[src/rtl/hazard_ctrl_unit.sv]
`default_nettype none
// +------------------------------------------------------------------+
// | hazard_ctrl_unit: load-use/branch/MDU/memory-wait hazard control  |
// | Rev 1.0                                                           |
// +------------------------------------------------------------------+
module hazard_ctrl_unit #(
  parameter int REG_AW  = 5,
  parameter int MDU_LAT = 4,
  parameter int CNT_W   = 32
) (
  input  logic              clk,
  input  logic              rst_n,
  input  logic [REG_AW-1:0] rs_ID,
  input  logic [REG_AW-1:0] rt_ID,
  input  logic              uses_rs_ID,
  input  logic              uses_rt_ID,
  input  logic              mdu_use_ID,
  input  logic [REG_AW-1:0] dest_EX,
  input  logic              MemRead_EX,
  input  logic              mdu_start_EX,
  input  logic              branch_taken_EX,
  input  logic              mem_req_MEM,
  input  logic              mem_ready,
  input  logic              cnt_clr,
  output logic              PC_write_enable,
  output logic              IF_ID_write_enable,
  output logic              IF_ID_flush,
  output logic              ID_EX_write_enable,
  output logic              ID_EX_flush,
  output logic              EX_MEM_write_enable,
  output logic              MEM_WB_flush,
  output logic              mdu_busy,
  output logic [CNT_W-1:0]  stall_cnt,
  output logic [CNT_W-1:0]  flush_cnt
);

  localparam int              MC_W     = $clog2(MDU_LAT + 1);
  localparam logic [MC_W-1:0] MDU_LOAD = MC_W'(MDU_LAT);
  localparam logic [MC_W-1:0] MC_ONE   = MC_W'(1);
  localparam logic [CNT_W-1:0] CNT_MAX = '1;
  localparam logic [CNT_W-1:0] CNT_ONE = CNT_W'(1);

  localparam logic [0:0] S_IDLE = 1'b0;
  localparam logic [0:0] S_BUSY = 1'b1;

  logic [0:0]       state_q, state_d;
  logic [MC_W-1:0]  cnt_q, cnt_d;
  logic [CNT_W-1:0] stall_cnt_q, stall_cnt_d;
  logic [CNT_W-1:0] flush_cnt_q, flush_cnt_d;

  logic freeze;
  logic lu;
  logic md;
  logic branch_flush;

  assign mdu_busy  = (state_q == S_BUSY);
  assign stall_cnt = stall_cnt_q;
  assign flush_cnt = flush_cnt_q;

  always_comb begin
    freeze = mem_req_MEM & ~mem_ready;
    lu     = MemRead_EX & (dest_EX != '0) &
             ((uses_rs_ID & (rs_ID == dest_EX)) | (uses_rt_ID & (rt_ID == dest_EX)));
    md     = mdu_use_ID & (mdu_busy | mdu_start_EX);
    branch_flush = 1'b0;

    PC_write_enable     = 1'b1;
    IF_ID_write_enable  = 1'b1;
    IF_ID_flush         = 1'b0;
    ID_EX_write_enable  = 1'b1;
    ID_EX_flush         = 1'b0;
    EX_MEM_write_enable = 1'b1;
    MEM_WB_flush        = 1'b0;

    // A pending branch under freeze is held in EX and re-presents once memory is ready.
    if (freeze) begin
      PC_write_enable     = 1'b0;
      IF_ID_write_enable  = 1'b0;
      ID_EX_write_enable  = 1'b0;
      EX_MEM_write_enable = 1'b0;
      MEM_WB_flush        = 1'b1;
    end else if (branch_taken_EX) begin
      branch_flush = 1'b1;
      IF_ID_flush  = 1'b1;
      ID_EX_flush  = 1'b1;
    end else if (lu | md) begin
      PC_write_enable    = 1'b0;
      IF_ID_write_enable = 1'b0;
      ID_EX_flush        = 1'b1;
    end
  end

  // The countdown keeps running through a freeze: the MDU itself is not stalled.
  always_comb begin
    state_d = state_q;
    cnt_d   = cnt_q;
    case (state_q)
      S_IDLE: begin
        if (mdu_start_EX & ~freeze) begin
          state_d = S_BUSY;
          cnt_d   = MDU_LOAD;
        end
      end
      S_BUSY: begin
        cnt_d = cnt_q - MC_ONE;
        if (cnt_q == MC_ONE) begin
          state_d = S_IDLE;
        end
      end
      default: begin
        state_d = S_IDLE;
        cnt_d   = '0;
      end
    endcase
  end

  always_comb begin
    stall_cnt_d = stall_cnt_q;
    flush_cnt_d = flush_cnt_q;
    if (cnt_clr) begin
      stall_cnt_d = '0;
      flush_cnt_d = '0;
    end else begin
      if (~PC_write_enable && (stall_cnt_q != CNT_MAX)) begin
        stall_cnt_d = stall_cnt_q + CNT_ONE;
      end
      if (branch_flush && (flush_cnt_q != CNT_MAX)) begin
        flush_cnt_d = flush_cnt_q + CNT_ONE;
      end
    end
  end

  always_ff @(posedge clk or negedge rst_n) begin
    if (!rst_n) begin
      state_q     <= S_IDLE;
      cnt_q       <= '0;
      stall_cnt_q <= '0;
      flush_cnt_q <= '0;
    end else begin
      state_q     <= state_d;
      cnt_q       <= cnt_d;
      stall_cnt_q <= stall_cnt_d;
      flush_cnt_q <= flush_cnt_d;
    end
  end

endmodule
`default_nettype wire

[config.mk]
export PLATFORM = sky130hd
export DESIGN_NAME = hazard_ctrl_unit
export DESIGN_NICKNAME = d
export VERILOG_FILES = /design/src/rtl/hazard_ctrl_unit.sv
export SDC_FILE = /design/constraint.sdc
export NUM_CORES = 1
export LEC_CHECK = 0
export ABC_AREA = 1
export CAP_MARGIN = 10
export CORE_MARGIN = 4
export CORE_UTILIZATION = 47
export CTS_BUF_LIST = sky130_fd_sc_hd__clkbuf_4 sky130_fd_sc_hd__clkbuf_8 sky130_fd_sc_hd__clkbuf_16
export DETAILED_ROUTE_END_ITERATION = 8
export PLACE_DENSITY = 0.83
export SLEW_MARGIN = 20
export SYNTH_ARGS = -nofsm -noshare
export SYNTH_HDL_FRONTEND = slang
export SYNTH_SLANG_ARGS = --single-unit
[constraint.sdc]
create_clock -name clk -period 1.8 [get_ports clk]
set_input_delay 0.18 -clock clk [delete_from_list [all_inputs] [get_ports clk]]
set_output_delay 0.18 -clock clk [all_outputs]
set_load 0.01 [all_outputs]
==> flow_summary.yaml <==
timing:
  hold_ws_ns: 0.365
  drv_slew: 0
  skew_ns: 0.0114
  hold_viol_final: 0
  fmax_mhz: 463
  period_share_pct: 120
  rsz0062_at_grt: "yes"
  fin_ws_ns: -0.359
  tightest_slew_ns: 0.484
  finalSetupViolCount: 64
  slew_headroom_pct: 67.5
  fin_crit_ns: 2.16
setup_path:
  worstPathArrival_ns: 2.41
  cpPeakStageDelay_ns: 0.39
  setup.worst_path.end_class: "flip-flop"
  crit_chain: "nand2_1 > nor2_1 > nand4_4 > nor2_8 > nand3_4 > nand3_4 > nand2_8 > clkbuf_16 > nand2_2 > nand2_1"
  rr_worst_depth: 10
  critPathKind: "reg2reg"
  setup.worst_path.start_class: "flip-flop"
  rrSetupSlack_ns: -0.36
  timing.rr.end: "stall_cnt[31]$_DFFE_PN0P_"
  path_max_fanout: 6
  worstPathRequired_ns: 2.05
  cpMaxStageDelayCell: "dfrtp_1"
  reg2reg_from: "stall_cnt[18]$_DFFE_PN0P_"
layout:
  design_area_um2: 7450
  areaGrowthSynthToFinish_pct: 56.2
  final_common_cell: "nand2_1"
  final_cell_mix: "171 x nand2_1, 99 x nor2_1, 90 x clkdlybuf4s50_1, 90 x buf_4, 75 x inv_1"
  drive_gt1_share_pct: 26.1
  nNetsFinal: 939
  final_cells: 1047
  n_antenna_cell: 0
  fin_util_pct: 75.8
route:
  wl_per_cell_um: 18.3
  via_count: 6072
  route.detailed.drc: 0
  ant_nets: 0
  drtIter0Drc: 528
  drt-pass1-iter-count: 6
  routed_wl_um: 19200
  drt-vias-per-instance: 5.80
power:
  p_sw_w: 0.00122
  p_comb_share_pct: 23.5
  power_frac_clock_pct: 34.6
  swShare_pct: 31.1
  p_leak_nw: 3.41
  peakVddDrop_mv: 0.373
  power_frac_seq_pct: 41.9
  powerDensity_nw_per_um2: 525
  p_int_w: 0.00270
grt:
  grt_use_total_pct: 26.8
  first_global_vias: 5639
  grt-ovfl-total: 0
  grt_pass1_wl_um: 25500
  grt_start_max_net_pins: 69
  antenna_found_initial: 0
floorplanning:
  die_area_um2: 11800
  rows: 36
  die_w_um: 109
  core_area_um2: 9820
  ioPinCount: 98
  start_util_pct: 48.6
  die_h_um: 109
logic_synthesis:
  seq_area_frac_synth_pct: 35.7
  avgSynthCellArea_um2: 6.72
  syn_inst: 710
  synth_edf_count: 0
  ys_async_sr_fraction_pct: 100
  syn_area_um2: 4770
  synth_ff_type: "dfrtp_1"
  yosys_warnings: 0
  synth_fp_nets: 740
  synth_cell_types: 37
  ys_ff_latch: 68
placed_design:
  place_area_um2: 6540
  place_ws_ns: -0.337
  gp_congestion: 0.926
  dp_cells: 1009
  numPortBuffers: 97
  hpwl_um: 11100
clock_network:
  clkSlewWorstSetupHoldPaths_ns: 0.09
  clk_latency_ns: 0.36
  cts.sink_count: 68
  cts_tree: "built"
  htreeDepth: 3
  numCtsBuffers: 9
  root_buffer: "clkbuf_8"
  ctsLongestPathBuffers: 2
hold_path:
  hold_class: "in2async"
run_status:
  violations: "setup timing"
  status: "complete, but fails checks"
run:
  drv_cap: 0
-- power by group through the flow --
stage                     combinational, W  sequential (W)  clock [W]
after floorplan                   0.000345         0.00168          0
after global placement            0.000692         0.00166          0
after detailed placement          0.000728         0.00166          0
after CTS                         0.000735         0.00163    0.00133
after global routing              0.000987         0.00165    0.00142
final                             0.000918         0.00164    0.00135
-- cell usage after synthesis (2+ instances only) --
| master | instances | area, µm² |
|---|---|---|
| nand2_1 | 219 | 822 |
| nor2_1 | 109 | 409 |
| inv_1 | 77 | 289 |
| dfrtp_1 | 68 | 1700 |
| nand3_1 | 66 | 330 |
| nor3_1 | 31 | 155 |
| xor2_1 | 21 | 184 |
| o21ai_0 | 19 | 95.1 |
| nand4_1 | 15 | 93.8 |
| clkbuf_1 | 10 | 37.5 |
| a21oi_1 | 8 | 40.0 |
| xnor2_1 | 8 | 70.1 |
| buf_6 | 7 | 78.8 |
| o31ai_1 | 7 | 52.6 |
| nor2_2 | 5 | 31.3 |
| buf_4 | 4 | 30.0 |
| ha_1 | 4 | 50.1 |
| nor3b_1 | 4 | 30.0 |
| and3_1 | 3 | 18.8 |
| nand2_2 | 3 | 18.8 |
| a31oi_1 | 2 | 12.5 |
| nand3_4 | 2 | 35.0 |
| nor3_2 | 2 | 20.0 |
| nor3_4 | 2 | 32.5 |
| o21ai_1 | 2 | 10.0 |
-- worst max-delay path by stage --
| stage | to | cells after the start | from |
|---|---|---|---|
| after global routing | stall_cnt[29]$_DFFE_PN0P_ | 9 | stall_cnt[20]$_DFFE_PN0P_ |
| after floorplan | flush_cnt[0]$_DFFE_PN0P_ | 10 | flush_cnt[0]$_DFFE_PN0P_ |
| after detailed placement | ID_EX_flush | 10 | dest_EX[3] |
| final | stall_cnt[31]$_DFFE_PN0P_ | 10 | stall_cnt[18]$_DFFE_PN0P_ |
| after global placement | ID_EX_flush | 10 | dest_EX[4] |
| after CTS | stall_cnt[7]$_DFFE_PN0P_ | 11 | stall_cnt[0]$_DFFE_PN0P_ |
-- worst max-delay path: cells and delay by family, from the launching register on --
| kind | cells | cell delay [ns] |
|---|---|---|
| AND/OR/NAND/NOR | 9 | 1.46 |
| flip-flops | 1 | 0.39 |
| buffers and inverters | 1 | 0.19 |
-- per-stage QoR --
stage | setup TNS (ns) | total power (W)
after detailed placement | -8.29 | 0.00239
after floorplan | -0.246 | 0.00203
after global placement | -4.01 | 0.00235
final | -12.42 | 0.00391
after CTS | -0.0441 | 0.00370
after global routing | -15.26 | 0.00405
-- area by class of cell --
class | count | area [µm²]
Clock buffer | 10 | 138
Clock inverter | 6 | 63.8
Fill cell | 688 | 2370
Inverter | 77 | 292
Multi-Input combinational cell | 543 | 3060
Sequential cell | 68 | 1700
Tap cell | 133 | 166
Timing Repair Buffer | 210 | 2030
-- metal layers --
layer  share of wire [%]  vias up  global-route usage [%]
met5                   0        -                       0
met4                 7.0        0                    13.3
met3                 9.2      152                    3.14
met2                  49      469                    47.7
met1                  35     2784                    31.7
li1                    -     2667                       -
-- kinds of logic after synthesis --
| kind of cell | share of synthesized area [%] |
|---|---|
| AOI/OAI and AO/OA | 5.22 |
| xor gates and xnor gates | 5.33 |
| adders and majority gates | 1.05 |
| buffers and inverters | 9.24 |
| DFF | 35.7 |
| and+or+nand+nor | 43.5 |
-- registers in the layout, summed over array words and instances (netlist names) --
register / flops
stall_cnt: 32
mdu_busy: 1
cnt_q: 3
flush_cnt: 32
-- what timing repair did --
action                     in CTS  in global routing
hold buffers                    1                  0
buffers inserted                5                  8
pin swaps                       5                 31
hold endpoints to repair       68                  0
cloned                          0                  8
setup endpoints to repair      35                 67
gates resized for setup        20                123
Note: power is estimated with default switching activity, not from simulation.
